## src/rtl/grf_wb_arbiter.sv

```systemverilog
// Write-port arbiter for the general register file.
// Shares the single GRF write port between pipeline writeback (PL) and the
// multiply/divide unit (MD). MD results are buffered in a small FIFO. PL keeps
// priority until an anti-starvation counter forces an MD grant. A registered
// write stage drives the GRF directly, and a combinational pending-write check
// feeds the hazard unit.
module grf_wb_arbiter #(
  parameter int unsigned DEPTH    = 2,
  parameter int unsigned MAX_WAIT = 4
) (
  input  logic        clk,
  input  logic        reset,
  input  logic        pl_valid,
  output logic        pl_ready,
  input  logic [4:0]  pl_a3,
  input  logic [31:0] pl_wd,
  input  logic [31:0] pl_pc,
  input  logic        md_valid,
  output logic        md_ready,
  input  logic [4:0]  md_a3,
  input  logic [31:0] md_wd,
  input  logic [31:0] md_pc,
  output logic        grf_we,
  output logic [4:0]  grf_a3,
  output logic [31:0] grf_wd,
  output logic [31:0] grf_pc,
  input  logic [4:0]  chk_a1,
  input  logic [4:0]  chk_a2,
  output logic        chk_hit1,
  output logic        chk_hit2
);

  localparam int unsigned PW = (DEPTH > 1) ? $clog2(DEPTH) : 1;
  localparam int unsigned CW = $clog2(DEPTH + 1);
  localparam logic [3:0]  MAX_WAIT_L = 4'(MAX_WAIT);

  typedef enum logic [0:0] {
    PL_FIRST  = 1'b0,
    MD_FORCED = 1'b1
  } arb_state_e;

  arb_state_e    state_q, state_d;
  logic [3:0]    wait_q, wait_d;

  logic [4:0]    fifo_a3_q [DEPTH];
  logic [31:0]   fifo_wd_q [DEPTH];
  logic [31:0]   fifo_pc_q [DEPTH];
  logic [PW-1:0] rd_ptr_q, wr_ptr_q;
  logic [CW-1:0] count_q, count_d;

  logic          grf_we_q, grf_we_d;
  logic [4:0]    grf_a3_q, grf_a3_d;
  logic [31:0]   grf_wd_q, grf_wd_d;
  logic [31:0]   grf_pc_q, grf_pc_d;

  logic          fifo_empty;
  logic          push;
  logic          grant_md;
  logic          grant_pl;
  logic [PW-1:0] idx;

  assign fifo_empty = (count_q == '0);
  assign md_ready   = (count_q < CW'(DEPTH));
  assign pl_ready   = (state_q == PL_FIRST) || fifo_empty;
  assign push       = md_valid && md_ready;
  assign grant_md   = !fifo_empty && ((state_q == MD_FORCED) || !pl_valid);
  assign grant_pl   = !grant_md && pl_valid;

  assign grf_we = grf_we_q;
  assign grf_a3 = grf_a3_q;
  assign grf_wd = grf_wd_q;
  assign grf_pc = grf_pc_q;

  // Arbitration state and starvation counter next-state
  always_comb begin
    state_d = state_q;
    wait_d  = wait_q;
    if (grant_md) begin
      state_d = PL_FIRST;
      wait_d  = '0;
    end else if (grant_pl && !fifo_empty) begin
      wait_d = wait_q + 4'd1;
      if (wait_d == MAX_WAIT_L) begin
        state_d = MD_FORCED;
      end
    end
  end

  // Arbitration state and starvation counter registers
  always_ff @(posedge clk) begin
    if (reset) begin
      state_q <= PL_FIRST;
      wait_q  <= '0;
    end else begin
      state_q <= state_d;
      wait_q  <= wait_d;
    end
  end

  // FIFO occupancy: simultaneous push and pop leaves the count unchanged
  always_comb begin
    count_d = count_q;
    case ({push, grant_md})
      2'b10:   count_d = count_q + CW'(1);
      2'b01:   count_d = count_q - CW'(1);
      default: count_d = count_q;
    endcase
  end

  // FIFO pointers and count; reset discards all queued entries
  always_ff @(posedge clk) begin
    if (reset) begin
      rd_ptr_q <= '0;
      wr_ptr_q <= '0;
      count_q  <= '0;
    end else begin
      count_q <= count_d;
      if (push) begin
        wr_ptr_q <= wr_ptr_q + PW'(1);
      end
      if (grant_md) begin
        rd_ptr_q <= rd_ptr_q + PW'(1);
      end
    end
  end

  // FIFO payload storage (validity is tracked by the count alone)
  always_ff @(posedge clk) begin
    if (!reset && push) begin
      fifo_a3_q[wr_ptr_q] <= md_a3;
      fifo_wd_q[wr_ptr_q] <= md_wd;
      fifo_pc_q[wr_ptr_q] <= md_pc;
    end
  end

  // Write stage next-state: $0 writes consume the slot but never enable the GRF
  always_comb begin
    grf_we_d = 1'b0;
    grf_a3_d = grf_a3_q;
    grf_wd_d = grf_wd_q;
    grf_pc_d = grf_pc_q;
    if (grant_md) begin
      grf_a3_d = fifo_a3_q[rd_ptr_q];
      grf_wd_d = fifo_wd_q[rd_ptr_q];
      grf_pc_d = fifo_pc_q[rd_ptr_q];
      grf_we_d = (fifo_a3_q[rd_ptr_q] != 5'd0);
    end else if (grant_pl) begin
      grf_a3_d = pl_a3;
      grf_wd_d = pl_wd;
      grf_pc_d = pl_pc;
      grf_we_d = (pl_a3 != 5'd0);
    end
  end

  // Registered GRF write stage
  always_ff @(posedge clk) begin
    if (reset) begin
      grf_we_q <= 1'b0;
      grf_a3_q <= '0;
      grf_wd_q <= '0;
      grf_pc_q <= '0;
    end else begin
      grf_we_q <= grf_we_d;
      grf_a3_q <= grf_a3_d;
      grf_wd_q <= grf_wd_d;
      grf_pc_q <= grf_pc_d;
    end
  end

  // Pending-write check over valid FIFO entries (walked from head) and the write stage
  always_comb begin
    chk_hit1 = grf_we_q && (grf_a3_q == chk_a1);
    chk_hit2 = grf_we_q && (grf_a3_q == chk_a2);
    idx      = rd_ptr_q;
    for (int unsigned i = 0; i < DEPTH; i++) begin
      if (CW'(i) < count_q) begin
        if (fifo_a3_q[idx] == chk_a1) chk_hit1 = 1'b1;
        if (fifo_a3_q[idx] == chk_a2) chk_hit2 = 1'b1;
      end
      idx = idx + PW'(1);
    end
    if (chk_a1 == 5'd0) chk_hit1 = 1'b0;
    if (chk_a2 == 5'd0) chk_hit2 = 1'b0;
  end

endmodule

```

## config.mk

```make
export PLATFORM = sky130hd
export DESIGN_NAME = grf_wb_arbiter
export DESIGN_NICKNAME = d
export VERILOG_FILES = /design/src/rtl/grf_wb_arbiter.sv
export SDC_FILE = /design/constraint.sdc
export NUM_CORES = 1
export LEC_CHECK = 0
export BUFFER_PORTS_ARGS = -buffer_cell sky130_fd_sc_hd__buf_2
export CAP_MARGIN = 10
export CORE_ASPECT_RATIO = 0.9
export CORE_MARGIN = 4
export CORE_UTILIZATION = 25
export DETAILED_ROUTE_END_ITERATION = 6
export SLEW_MARGIN = 20
export SYNTH_ARGS = -nofsm -noshare
export SYNTH_HDL_FRONTEND = slang
export SYNTH_SLANG_ARGS = --single-unit
```

## constraint.sdc

```tcl
create_clock -name clk -period 18.89 [get_ports clk]
set_input_delay 0.9445 -clock clk [delete_from_list [all_inputs] [get_ports clk]]
set_output_delay 0.9445 -clock clk [all_outputs]
set_load 0.1 [all_outputs]
```

==> flow_summary.toml, run 1 <==
[floorplan]
initial_core_util_pct = 25.5
io_pins = 226
coreArea_um2 = 34300
die_w_um = 205
dieArea_um2 = 38100
die_h_um = 186
rows = 64

[placement]
port_buffers = 225
hpwl_um = 15200
place.gp.congestion = 0.770
pre_cts_ws_ns = 15.48
dp_cells = 1299

[yosys]
avgSynthCellArea_um2 = 13.5
synth_fp_nets = 805
ys_top_cells_by_area = "edfxtp_1 (47%), dfxtp_1 (18%), mux2i_1 (8.5%)"
synth_cell_types = 38
yosys_warnings = 0
ys_seq_area_share_pct = 65.6
netlist_area_um2 = 8750
synth_cells = 648
yosysTopAreaCellShare_pct = 47.3
ys_seq_elements = 218
yosys.area.top_type = "edfxtp_1"

[clock_tree]
clkTransAtPathRegs_ns = 0.06
numCtsBuffers = 25
postCtsSetupRepairBufs = 0
cts-root-buf = "clkbuf_16"
cts.sinks = 218
cts_hold_buf = 0
cts_tree = "yes"
cts_resized = 0
clkLatencyLatePin_ns = 0.51
cts-htree-levels = 1
cts_buffer_depth = 3

[detailed_routing]
vias_per_cell = 4.45
postRouteAntennaNets = 0
dr.first_iter.drc_count = 277
first_pass_iters = 4
drt_wl_total_um = 22300
wl_per_cell_um = 16.6
vias = 5989
drc = 0

[critical_path]
setup.worst_path.end_class = "primary output"
crit_type = "register to primary output"
crit_slowest_cell = "dfxtp_4"
cp_cell_sequence = "mux2i_2 -> xor2_1 -> nand4_1 -> o41ai_2 -> buf_2"
max_stage_delay_ns = 0.78
critPathArrivalTime_ns = 2.85
required_ns = 17.95
start_kind = "register"
path_max_fanout = 34

[sta]
final_hold_viol_count = 0
setup_violations = 0
fin_ws_ns = 15.09
relSlewSlack_pct = 40.1
fmax_ghz = 0.263
slew_viol_final = 0
fin_skew_ns = 0.0141
timing.final.crit_period_ns = 3.80
finalSetupTns_ns = 0
finalCritPeriodShare_pct = 20.1
grt_setup_unrepaired = "no"
tightest_slew_ns = 0.898

[finish]
final_cells = 1347
layout-drive-gt1-share_pct = 33.7
nNetsFinal = 1021
fin_util_pct = 32.6
area_delta_synth_final_pct = 27.5

[grt]
grt_pass1_wl_um = 34100
grt-ovfl-total = 0
grt_max_degree = 66
grtUsageTotal_pct = 11.2
grt_pass1_vias = 6149
antenna_found_initial = 1

[power]
power_uw = 1590
vdd_drop_max_mv = 0.0691
p_per_area_nw_per_um2 = 142
p_leak_uw = 0.00423

[status]
status = "completed"

[worst_hold_path]
hold_path.class = "register to register"

[run]
cap_violations = 0
[per-layer routing]
layer	GRT usage, %	up-vias	share of wire [%]
li1	-	2869	-
met1	14.2	2887	42
met2	19.0	194	48
met3	3.08	37	7.5
met4	2.87	2	2.2
met5	0	-	0.031
[state kept, by name (all words and copies together) (netlist names), named ones only]
register,flops
wr_ptr_q,1
grf_a3,5
fifo_wd_q,64
wait_q,4
grf_we,1
fifo_pc_q,64
grf_wd,32
fifo_a3_q,10
state_q,1
count_q,2
rd_ptr_q,1
grf_pc,32
[synthesized netlist by cell type]
library cell / count
a221oi_2: 10
inv_1: 2
nand3b_1: 1
xnor2_1: 24
mux2i_1: 74
edfxtp_1: 138
inv_2: 1
ha_1: 5
xor2_1: 12
o41ai_2: 2
or4b_1: 1
nor2_2: 2
nand2b_4: 1
o21ai_1: 1
buf_1: 3
o21bai_1: 5
a21oi_1: 6
clkbuf_1: 10
nor3_1: 7
nor4_1: 4
nand2_1: 5
a211oi_1: 1
nor3b_1: 2
buf_4: 8
nor2_1: 141
nor2b_1: 1
nand4_1: 4
nand2b_1: 2
nand3_1: 2
a221oi_1: 59
dfxtp_1: 80
buf_6: 7
buf_2: 15
and2_1: 1
a31oi_1: 2
o21ai_0: 1
mux2i_2: 5
or4_1: 3
[report_power, final]
part / internal, uW / total (uW) / switching (uW)
sequential: 565 / 606 / 40.9
combinational: 130 / 481 / 351
clock: 312 / 500 / 188
total: 1010 / 1590 / 580
[per-stage QoR]
stage	cell area, um^2	hold slack (ns)
after CTS	11200	0.496
after floorplan	8750	0.478
final	11200	0.491
after detailed placement	10300	0.482
after global placement	10300	0.478
after global routing	11200	0.507
[layout by cell type, fill, tap and decap left out, types with 3 or more instances in the layout]
master | Yosys | final
clkbuf_8 | 0 | 3
ha_1 | 5 | 5
xnor2_1 | 24 | 24
nor4_1 | 4 | 4
clkbuf_16 | 0 | 27
nor3_1 | 7 | 6
edfxtp_1 | 138 | 138
a221oi_2 | 10 | 10
clkinv_1 | 0 | 3
mux2i_2 | 5 | 5
nand4_1 | 4 | 4
a221oi_1 | 59 | 59
buf_4 | 8 | 8
clkbuf_1 | 10 | 4
nand2_1 | 5 | 5
nor2_1 | 141 | 141
a21oi_1 | 6 | 6
xor2_1 | 12 | 12
or4_1 | 3 | 3
buf_2 | 15 | 224
o21bai_1 | 5 | 5
bufinv_16 | 0 | 3
dfxtp_1 | 80 | 79
mux2i_1 | 74 | 74
[cell type report]
| cell class | instances | area, um^2 |
|---|---|---|
| Tap cell | 462 | 578 |
| Inverter | 3 | 11.3 |
| Clock inverter | 12 | 144 |
| Fill cell | 3504 | 23100 |
| Timing Repair Buffer | 232 | 1180 |
| Antenna cell | 2 | 5.00 |
| Sequential cell | 218 | 5750 |
| Multi-Input combinational cell | 384 | 2760 |
| Clock buffer | 34 | 732 |
[worst paths after layout]
kind | end | slack, ns | depth (start not counted) | start
min reg2reg | grf_wd[19] | 0.49 | 2 | grf_wd[19]
min | grf_wd[19] | 0.49 | 2 | grf_wd[19]
max | chk_hit1 | 15.09 | 5 | register
max reg2reg | count_q[1] | 16.00 | 8 | count_q[1]
[critical path, delay by kind of cell, from the launching register on]
kind	cells	cell delay, ns
compound gates	1	0.30
xor+xnor	1	0.22
buf+inv	1	0.48
flops	1	0.78
mux	1	0.42
simple gates	1	0.14
[cells by family (layout without fill, tap and decap cells)]
family / count (synthesis) / after routing / share of synthesized area (%)
simple gates: 177 / 177 / 8.56
buf+inv: 46 / 281 / 3.13
flops: 218 / 218 / 65.6
other cells: 0 / 2 / 0
mux: 79 / 79 / 9.25
xor+xnor: 36 / 36 / 3.60
fa+ha+maj: 5 / 5 / 0.715
compound gates: 87 / 87 / 9.11
(Power assumes the default switching activity.)
==> run 2, diff against run 1 <==
--- a/config.mk
+++ b/config.mk
@@ -5,6 +5,7 @@
 export SDC_FILE = /design/constraint.sdc
 export NUM_CORES = 1
 export LEC_CHECK = 0
+export ABC_AREA = 1
 export BUFFER_PORTS_ARGS = -buffer_cell sky130_fd_sc_hd__buf_2
 export CAP_MARGIN = 10
 export CORE_ASPECT_RATIO = 0.9
==> constraint.sdc (replaced) <==
create_clock -name clk -period 3.45 [get_ports clk]
set_input_delay 0.1725 -clock clk [delete_from_list [all_inputs] [get_ports clk]]
set_output_delay 0.1725 -clock clk [all_outputs]
set_load 0.1 [all_outputs]
==> flow_summary.toml, run 2 <==
[placement]
hpwl_um = 17400
pre_cts_ws_ns = 1.12
port_buffers = 225
place.gp.congestion = 0.872

[finish]
nNetsFinal = 1481
top_regs = "fifo_pc_q x64, fifo_wd_q x64"
diodes = 0
area_delta_synth_final_pct = 42.2
final_cell_mix = "nand2_1 (477), buf_2 (222), edfxtp_1 (138)"
final_common_cell = "nand2_1"
fin_util_pct = 36.3
layout-drive-gt1-share_pct = 21.1

[clock_tree]
cts-root-buf = "clkbuf_16"
cts_tree = "yes"
cts_resized = 0
cts.sinks = 218
numCtsBuffers = 25
clkLatencyLatePin_ns = 0.53
clkTransAtPathRegs_ns = 0.06
cts-htree-levels = 1
cts_buffer_depth = 3

[power]
p_sw_uw = 3210
pwr-share-seq_pct = 37.8
power_frac_clock_pct = 31.9
p_per_area_nw_per_um2 = 667
vdd_drop_max_mv = 0.346
p_int_uw = 5350
sw_frac_of_total_pct = 37.5
comb_power_share_pct = 30.3
p_leak_uw = 0.00554

[worst_hold_path]
hold_path.class = "input pin to register"
min_path_cells = 5
hp-start = "pl_a3[3]"
hold_end = "grf_a3[3]"

[critical_path]
max_stage_delay_ns = 0.58
rrSetupSlack_ns = 0.62
critPathArrivalTime_ns = 3.28
cp_cell_sequence = "inv_1 -> ha_1 -> inv_2 -> nand2_2 -> nand2_2 -> inv_2 -> buf_12 -> o31ai_1 -> dlygate4sd3_1 -> a21oi_1"
crit_slowest_cell = "dlygate4sd3_1"
cp_top_family = "buffers and inverters"
startpoint = "count_q[1]"
start_kind = "register"
required_ns = 3.90
critPathBufInv = 5
crit_type = "register to register"
r2r_cells = 10
path_max_fanout = 43
rr_endpoint = "grf_we"
setup.worst_path.end_class = "register"
r2r-start = "count_q[1]"

[yosys]
synth_xor_area_share_pct = 0.388
synth_cell_types = 24
ys_top_cells_by_area = "edfxtp_1 (46%), nand2_1 (20%), dfxtp_1 (18%)"
yosys.area.top_type = "edfxtp_1"
post_synth_fa_ha_maj_area_fraction_pct = 0.693
synth-compound-area-share_pct = 6.61
synth_edf_count = 138
avgSynthCellArea_um2 = 9.27
ys.flop_type = "edfxtp_1"
async_reset_ff_share_pct = 0
yosysTopAreaCellShare_pct = 45.9
synth_simple_gate_area_share_pct = 23.8
netlist_area_um2 = 9030
synth_top_family_by_area = "simple AND/OR/NAND/NOR gates"
synth.area.mux_share_pct = 0
ys_seq_area_share_pct = 63.6
ys_top_cells_by_count = "nand2_1 (477), edfxtp_1 (138), dfxtp_1 (80), a31oi_1 (64), inv_1 (41)"
yosysMostFrequentCell = "nand2_1"
ys_seq_elements = 218
synth_fp_nets = 1131
yosys_warnings = 0
synth_cells = 974

[sta]
grt_setup_unrepaired = "no"
finalSetupTns_ns = 0
timing.final.crit_period_ns = 2.83
slew_viol_final = 0
tightest_slew_ns = 0.956
finalCritPeriodShare_pct = 82.1
fmax_ghz = 0.353
fin_ws_ns = 0.619
fin_skew_ns = 0.00963
relSlewSlack_pct = 36.3
final_hold_viol_count = 0
setup_violations = 0

[detailed_routing]
wl_per_cell_um = 14.8
first_pass_iters = 5
drc = 0
drt_wl_total_um = 26900
vias = 8023
vias_per_cell = 4.43
dr.first_iter.drc_count = 346
postRouteAntennaNets = 0

[floorplan]
coreArea_um2 = 35400
die_w_um = 208
dieArea_um2 = 39200
io_pins = 226
initial_core_util_pct = 25.5
rows = 65
die_h_um = 188

[status]
status = "completed"

[grt]
antenna_found_initial = 0
grt_pass1_vias = 8126
grt-ovfl-total = 0
grtUsageTotal_pct = 13.0
grt_max_degree = 77
grt_pass1_wl_um = 42200

[run]
cap_violations = 0
run 2: changes by cell type in the layout (fill, tap and decap cells not counted), sizes merged, moves of 6 or more:
cell,previous run,this run
inv,4,48
o21ai,2,10
xor2,12,3
xnor2,24,1
nor2,143,34
mux2i,79,0
nand3,2,37
a21oi,6,18
nand2,5,479
a221oi,69,0
a31oi,2,64
dlygate4sd3,0,135
o22ai,0,6
run 2: worst max path at each step:
stage	depth (start not counted)	slack (ns)	endpoint
2_1_floorplan	3	0.09	fifo_a3_q[1][0]
3_3_place_gp	11	1.16	grf_a3[3]
3_5_place_dp	8	1.12	count_q[1]
4_1_cts	11	0.59	chk_hit1
5_1_grt	11	0.39	chk_hit1
6_report	10	0.62	grf_we
run 2: cell type report:
| cell class | instances | area (um^2) |
|---|---|---|
| Tap cell | 469 | 587 |
| Sequential cell | 218 | 5750 |
| Fill cell | 3540 | 22500 |
| Clock buffer | 37 | 752 |
| Timing Repair Buffer | 369 | 2600 |
| Multi-Input combinational cell | 664 | 2860 |
| Inverter | 46 | 173 |
| Clock inverter | 9 | 110 |
run 2: tightest hold or removal path: stages:
cell and delay (ns):
buf_2 0.10, nand2_1 0.06, o21ai_0 0.07, a21oi_1 0.04, nor2_1 0.07
run 2: timing repair:
action                                 in CTS  in global routing
setup buffers                               0                  0
endpoints found under the hold margin     204                  0
hold buffers                              135                  0
run 2: power groups by stage:
stage,Clock (uW),Combinational (uW),Sequential [uW]
floorplan,0,1070,4110
global placement,0,2460,3290
detailed placement,0,2480,3290
CTS,2810,2610,3240
global route,2930,2810,3270
finish,2730,2590,3240
run 2: logic make-up after synthesis:
| group | count (synthesis) |
|---|---|
| simple gates | 556 |
| buf+inv | 92 |
| flops | 218 |
| compound gates | 99 |
| fa+ha+maj | 5 |
| xor+xnor | 4 |
run 2: metrics by stage:
step / area [um^2] / hold WS, ns / cells / total power (uW)
after floorplan: 9050 / 0.271 / 974 / 5180
after global placement: 10600 / 0.362 / 1631 / 5750
after detailed placement: 10600 / 0.364 / 1631 / 5770
after CTS: 12800 / 0.00418 / 1812 / 8660
after global routing: 12800 / 0.0460 / 1812 / 9010
final: 12800 / 0.0256 / 1812 / 8560
run 2: per-layer routing:
metal / track usage [%] / vias up / part of all wire, % / routed length [um]
li1: - / 3930 / - / -
met1: 16.6 / 3778 / 44 / 11800
met2: 22.4 / 268 / 47 / 12600
met3: 2.86 / 47 / 6.7 / 1800
met4: 3.26 / 0 / 2.3 / 615
met5: 0 / - / 0 / 0
